--- config.mk ---
export PLATFORM = sky130hd
export DESIGN_NAME = partoserial_tx_flat
export DESIGN_NICKNAME = d
export VERILOG_FILES = /design/src/rtl/partoserial_tx_if.sv /design/src/rtl/partoserial_tx.sv /design/src/flat_wrapper.sv
export SDC_FILE = /design/constraint.sdc
export NUM_CORES = 1
export LEC_CHECK = 0
export CAP_MARGIN = 25
export CORE_AREA = 2 2 92 76
export CTS_CLUSTER_SIZE = 40
export DETAILED_ROUTE_END_ITERATION = 8
export DIE_AREA = 0 0 94 78
export PLACE_DENSITY = 0.44
export SLEW_MARGIN = 20
export SYNTH_ARGS = -nofsm -noshare
export SYNTH_HDL_FRONTEND = slang
export SYNTH_SLANG_ARGS = --single-unit
--- constraint.sdc ---
create_clock -name clk -period 4.8 [get_ports clk]
set_input_delay 0.96 -clock clk [delete_from_list [all_inputs] [get_ports clk]]
set_output_delay 0.96 -clock clk [all_outputs]
set_load 0.01 [all_outputs]
--- src/rtl/partoserial_tx_if.sv ---
// Byte-wide valid/ready handshake feeding the serial transmitter.
// The producer drives data_in/valid_in; the transmitter answers with ready_out.
interface partoserial_tx_if;
   logic [7:0] data_in;
   logic       valid_in;
   logic       ready_out;

   modport master (
      output data_in,
      output valid_in,
      input  ready_out
   );

   modport slave (
      input  data_in,
      input  valid_in,
      output ready_out
   );
endinterface

--- src/rtl/partoserial_tx.sv ---
// Byte-to-serial transmitter: 2-deep byte buffer, MSB-first shift-out,
// 0xBC comma fill, and a fixed comma training run after reset.
module partoserial_tx #(
   parameter int unsigned TRAIN_BYTES = 8
) (
   input  logic             clk,
   input  logic             reset,
   partoserial_tx_if.slave  bus,
   output logic             data_out,
   output logic             sym_start,
   output logic             active,
   output logic             err_bc
);

   localparam logic [7:0] COMMA = 8'hBC;

   typedef enum logic {TRAIN, RUN} state_t;

   state_t     state;
   logic [7:0] shreg;
   logic [2:0] bit_cnt;
   logic [7:0] train_cnt;
   logic [7:0] fifo_mem [2];
   logic       rd_ptr;
   logic       wr_ptr;
   logic [1:0] count;
   logic       err_q;

   logic push;
   logic pop;
   logic boundary;
   logic last_comma;
   logic run_load;

   assign boundary   = (bit_cnt == 3'd7);
   assign push       = bus.valid_in && bus.ready_out;
   // The boundary closing the final comma already loads payload.
   assign last_comma = (state == TRAIN) && boundary &&
                       (train_cnt == 8'(TRAIN_BYTES - 1));
   assign run_load   = (state == RUN) || last_comma;
   assign pop        = boundary && run_load && (count != 2'd0);

   always_ff @(posedge clk) begin
      if (reset) begin
         state     <= TRAIN;
         shreg     <= COMMA;
         bit_cnt   <= 3'd0;
         train_cnt <= 8'd0;
         rd_ptr    <= 1'b0;
         wr_ptr    <= 1'b0;
         count     <= 2'd0;
         err_q     <= 1'b0;
      end else begin
         if (boundary) begin
            bit_cnt <= 3'd0;
            shreg   <= pop ? fifo_mem[rd_ptr] : COMMA;
            if (state == TRAIN) begin
               train_cnt <= train_cnt + 8'd1;
               if (last_comma)
                  state <= RUN;
            end
         end else begin
            bit_cnt <= bit_cnt + 3'd1;
            shreg   <= {shreg[6:0], 1'b0};
         end

         if (push) begin
            fifo_mem[wr_ptr] <= bus.data_in;
            wr_ptr           <= ~wr_ptr;
         end
         if (pop)
            rd_ptr <= ~rd_ptr;

         unique case ({push, pop})
            2'b10:   count <= count + 2'd1;
            2'b01:   count <= count - 2'd1;
            default: count <= count;
         endcase

         err_q <= push && (bus.data_in == COMMA);
      end
   end

   assign bus.ready_out = (count != 2'd2);
   assign data_out      = shreg[7];
   assign sym_start     = (bit_cnt == 3'd0);
   assign active        = (state == RUN);
   assign err_bc        = err_q;

endmodule

--- src/flat_wrapper.sv ---
// flat-port wrapper written by rule: the top's interface ports become plain ports
module partoserial_tx_flat 
#(
   parameter int unsigned TRAIN_BYTES = 8
)
  (clk, reset, data_out, sym_start, active, err_bc, bus_data_in, bus_valid_in, bus_ready_out);
  partoserial_tx_if bus_i ();
  input  logic clk;
  input  logic reset;
  output logic data_out;
  output logic sym_start;
  output logic active;
  output logic err_bc;
  input wire logic [$bits(bus_i.data_in)-1:0] bus_data_in;
  input wire logic [$bits(bus_i.valid_in)-1:0] bus_valid_in;
  output wire logic [$bits(bus_i.ready_out)-1:0] bus_ready_out;
  assign bus_i.data_in = bus_data_in;
  assign bus_i.valid_in = bus_valid_in;
  assign bus_ready_out = bus_i.ready_out;
  partoserial_tx #(.TRAIN_BYTES(TRAIN_BYTES)) u_core (.clk(clk), .reset(reset), .bus(bus_i), .data_out(data_out), .sym_start(sym_start), .active(active), .err_bc(err_bc));
endmodule
# ---- Yosys cells after proc, flatten, opt, wreduce, memory -nomap -nowiden
# Memory sizes are Yosys's and may differ from the RTL's. A register that Yosys moved wholly into a read port is not among the register bits.
# Cells that the tools add are included.
dict set report totals {
  latchBits 0
  mem_count 1
  ramBits 16
  out_inout_bits 5
  reg_bits 25
  rom_bits 0
}
dict set report classes {
  muxes 10
  eq_ne 6
  bitwise 5
  n_lt_le_gt_ge 0
  n_div 0
  multipliers 0
  add_sub_neg 4
  reduce_logical 13
  n_shift 0
}
# name depth width read_ports rd_clocked_by_memory_dff write_ports line
set memory_table {}
lappend memory_table {u_core.fifo_mem 2 8 1 1 1 partoserial_tx.sv:23} ;# logic [7:0] fifo_mem [2];
# operator n
set op_table {}
lappend op_table {{8-bit 2-to-1 mux} 2}
lappend op_table {{8-bit by 1-bit adder with 8-bit output, second input constant} 1}
lappend op_table {{8-bit by 3-bit == test with 1-bit output, second input constant} 1}
lappend op_table {{8-bit == test, second input constant} 1}
lappend op_table {{1-bit 2-to-1 mux} 7}
lappend op_table {{1-bit logical AND} 6}
lappend op_table {{1-bit NOT} 5}
lappend op_table {{2-bit one-hot mux with 2 select lines} 1}
lappend op_table {{2-bit nonzero test} 2}
lappend op_table {{3-bit by 1-bit adder with 3-bit output, second input constant} 1}
lappend op_table {{3-bit == test, second input constant} 1}
lappend op_table {{3-bit logical NOT} 1}
lappend op_table {{3-bit OR reduction} 1}
lappend op_table {{2-bit by 1-bit adder with 2-bit output, second input constant} 1}
lappend op_table {{2-bit by 1-bit == test with 1-bit output, second input constant} 1}
lappend op_table {{2-bit == test, second input constant} 1}
lappend op_table {{2-bit inequality test, second input constant} 1}
lappend op_table {{2-bit AND reduction} 1}
lappend op_table {{2-bit OR reduction} 1}
lappend op_table {{2-bit by 1-bit subtractor with 2-bit output, second input constant} 1}
lappend op_table {{1-bit logical OR} 1}

# ---- Logic depth before layout (Yosys ltp)
dict set report depth {
  ltp_word 8
  ltp_mapped 9
  mapped_depth_nobuf 8
}

# ---- Worst setup path after synthesis
# OpenSTA, ideal clock, no wires.
dict set report synth_timing {
  kind {input -> register}
  startpoint {input reset}
  endpoint {memory u_core.fifo_mem[1][0] (enable)}
  path_stages 3
  path_slack_ns 2.415
  setup_ns 0.385
  path_buffers 2
  arrival_time_ns 1.999
  cell_sequence {clkbuf_1 -> buf_2 -> nor3b_1}
}
dict set report synth_between {
  elab_chain_len 2
}
# item line
set synth_lines {}
lappend synth_lines {{start, declared} flat_wrapper.sv:9} ;# input logic reset;
lappend synth_lines {{1-bit 2-to-1 mux} partoserial_tx.sv:44} ;# if (reset) begin
lappend synth_lines {{1-bit 2-to-1 mux (not written as such)} partoserial_tx.sv:68} ;# fifo_mem[wr_ptr] <= bus.data_in;
lappend synth_lines {{end, declared} partoserial_tx.sv:23}
# Every way passes these cells.

# ---- Worst setup path after layout
dict set report layout_timing {
  startpoint {register u_core.bit_cnt[0]}
  endpoint {output sym_start}
}
dict set report layout_between {
  elab_chain_len 1
}
# item line
set layout_lines {}
lappend layout_lines {{start, declared} partoserial_tx.sv:21} ;# logic [2:0] bit_cnt;
lappend layout_lines {{start signal, assigned} partoserial_tx.sv:63} ;# bit_cnt <= bit_cnt + 3'd1;
lappend layout_lines {{3-bit logical NOT} partoserial_tx.sv:86} ;# assign sym_start = (bit_cnt == 3'd0);
lappend layout_lines {{end, declared} flat_wrapper.sv:11} ;# output logic sym_start;
# Every way passes these cells.

==> metrics <==
Tcrit/Tclk final 50.8%; Final Core Density 33.0%; DIE WIDTH 94 um; # IOs 16; Crit Path Class flop to primary output; CP max FO 3; CORE AREA 6340 um2; post-synthesis sequential area ratio 57.6%; crit path to sym_start; critical path arrival 1.48 ns; Initial Util 27.4%; clock root cell clkbuf_8; post-DR vias/cell 4.55; Tot Pwr 725 uW; Setup WS pre-CTS 1.88 ns; reg2reg path depth 7; CTS tree built; unrepaired setup endpoints after global routing false; Nets 183; clk buf depth 2; initial antenna violation count 0; Max Slew Vio Count 0; CP Launch Type flop; setup total negative slack 0 ns; Reg clk slew, reported paths 0.08 ns; Vert. Die Dim 78 um; RR Startpoint u_core.train_cnt[0]; detailed-route DRC error count 0; Async S/R FF share, synth 0%; Hold Violations, Final 0; share of cells above drive strength 1 8.33%; Hold WS 0.430 ns; Synth top area share 29.9%; Setup violations, final 0; synth top area cells dfxtp_1 30%, edfxtp_1 28%, mux2i_1 5.2%; LEAKAGE 0.000723 uW; Yosys warnings 0; max cap viols 0; run status complete, no violations; main flop type after synthesis dfxtp_1; DRT Wirelength 3280 um; HPWL Detailed 2440 um; Final ANT Viol Nets 0; RePlAce Congestion 0.691; largest net degree at the start of global routing 30; Cell Pwr Density 347 nW/um2; critical path endpoint category primary output; global-route wire length before repair 5690 um; post-synth top area cell dfxtp_1; Inserted Diodes 0; drt first pass iters 4; Post-synth EDFFs 16; WHS Path Cells 2; Post-Syn Area per Cell 11.6 um2; CTS Buf Count 5; CP required 3.84 ns; Rows 26; Worst Skew 0.00939 ns; FF-to-FF End u_core.count[1]; Max Fclk 410 MHz; Min-Delay Path Class flop to flop; Via Count 1147; drt wl/cell 13.0 um; sink count of the clock tree 42; max-slew headroom at the worst pin 58.9%; synthesis-to-layout area growth 20.3%; starting DRC count in detailed routing 42; post-synthesis net count 166; netlist area before placement 1740 um2; clk_lat worst skew 0.29 ns; Worst R2R Setup Slack 2.57 ns; # hold bufs at CTS 0; Post-CTS Setup Bufs 0; synth unique cells 38; Post-Syn Instances 150; CP Launch Point u_core.bit_cnt[0]; PostCTS Resize Cnt 0; vias in the first global route 1161; H-tree depth 2; die footprint 7330 um2; IO buf count 15; synthesized flop and latch total 42; Final WS setup 2.36 ns; Max IR drop VDD 0.000112 V; slew of the pin with the lowest slew margin 0.613 ns; total track usage 10.1%; grt ovf 0; Tmin final 2.44 ns
## per-stage QoR
| step | std cells | cell area (um2) |
|---|---|---|
| 2_1_floorplan | 150 | 1740 |
| 3_3_place_gp | 244 | 1980 |
| 3_5_place_dp | 244 | 1980 |
| 4_1_cts | 252 | 2080 |
| 5_1_grt | 252 | 2090 |
| 6_report | 252 | 2090 |
## worst max-delay path, cell delays in order (launching register included)
cell             delay, ns
dfxtp_1               0.36
inv_1                 0.05
ha_1                  0.19
nor2b_1               0.12
clkdlybuf4s50_1       0.47
## power breakdown
part,switching [uW],internal [uW],total (uW)
combinational,25.0,31.7,56.7
clock,113,156,269
sequential,13.6,386,400
## cell usage in the layout (no fill, tap or decap), types with 2 or more instances in the layout
cell / count
nor4_1: 2
xnor2_1: 2
o32a_1: 5
clkbuf_1: 2
dfxtp_1: 26
edfxtp_1: 16
nor3_2: 2
nand2_1: 10
ha_1: 5
nor2b_1: 3
nand3b_1: 2
and2_1: 2
or3_1: 6
o21ai_0: 8
xor2_1: 2
or4_1: 4
mux2i_1: 9
o31ai_1: 2
a21oi_1: 7
inv_1: 6
clkdlybuf4s50_1: 15
clkbuf_8: 5
nand3_1: 2
nor2_1: 9
## per-layer routing
metal | routed length [um] | up-vias | track usage, %
li1 | - | 583 | -
met1 | 1660 | 544 | 14.0
met2 | 1450 | 18 | 14.6
met5 | 0 | - | 0
met4 | 26 | 0 | 3.48
met3 | 144 | 2 | 3.40
## sequential cells by signal, summed over array words and instances (netlist names), 2 cells and up, named ones only
signal	flops
u_core.bit_cnt	3
u_core.count	2
u_core.fifo_mem	16
u_core.shreg	8
u_core.train_cnt	8
## kinds of logic after synthesis
| group | count (synthesis) | share of synthesized area (%) |
|---|---|---|
| mux | 9 | 5.18 |
| xor+xnor | 4 | 2.01 |
| buf+inv | 12 | 2.81 |
| simple gates | 52 | 18.9 |
| compound gates | 26 | 9.93 |
| flops | 42 | 57.6 |
| fa+ha+maj | 5 | 3.60 |
## synth_stat cells, types with 4 or more instances
| cell | n |
|---|---|
| nor2_1 | 9 |
| inv_1 | 6 |
| o21ai_0 | 8 |
| or4_1 | 4 |
| a21oi_1 | 7 |
| nand2_1 | 10 |
| o32a_1 | 5 |
| edfxtp_1 | 16 |
| mux2i_1 | 9 |
| or3_1 | 6 |
| ha_1 | 5 |
| dfxtp_1 | 26 |
## area by class of cell
class | instances | area, um2
clock buffer | 7 | 76.3
clock inverter | 1 | 30.0
fill | 635 | 4250
inverter | 6 | 22.5
multi-input combinational | 96 | 699
sequential | 42 | 1000
tap | 84 | 105
timing repair buffer | 16 | 158
## worst min path at each step
stage | start | end | slack [ns]
floorplan | u_core.shreg[0] | u_core.shreg[1] | 0.40
global placement | u_core.shreg[5] | u_core.shreg[6] | 0.42
detailed placement | u_core.shreg[5] | u_core.shreg[6] | 0.42
CTS | u_core.shreg[5] | u_core.shreg[6] | 0.44
global route | u_core.shreg[5] | u_core.shreg[6] | 0.46
finish | u_core.shreg[5] | u_core.shreg[6] | 0.43
Power figures use the tool's default switching activity.
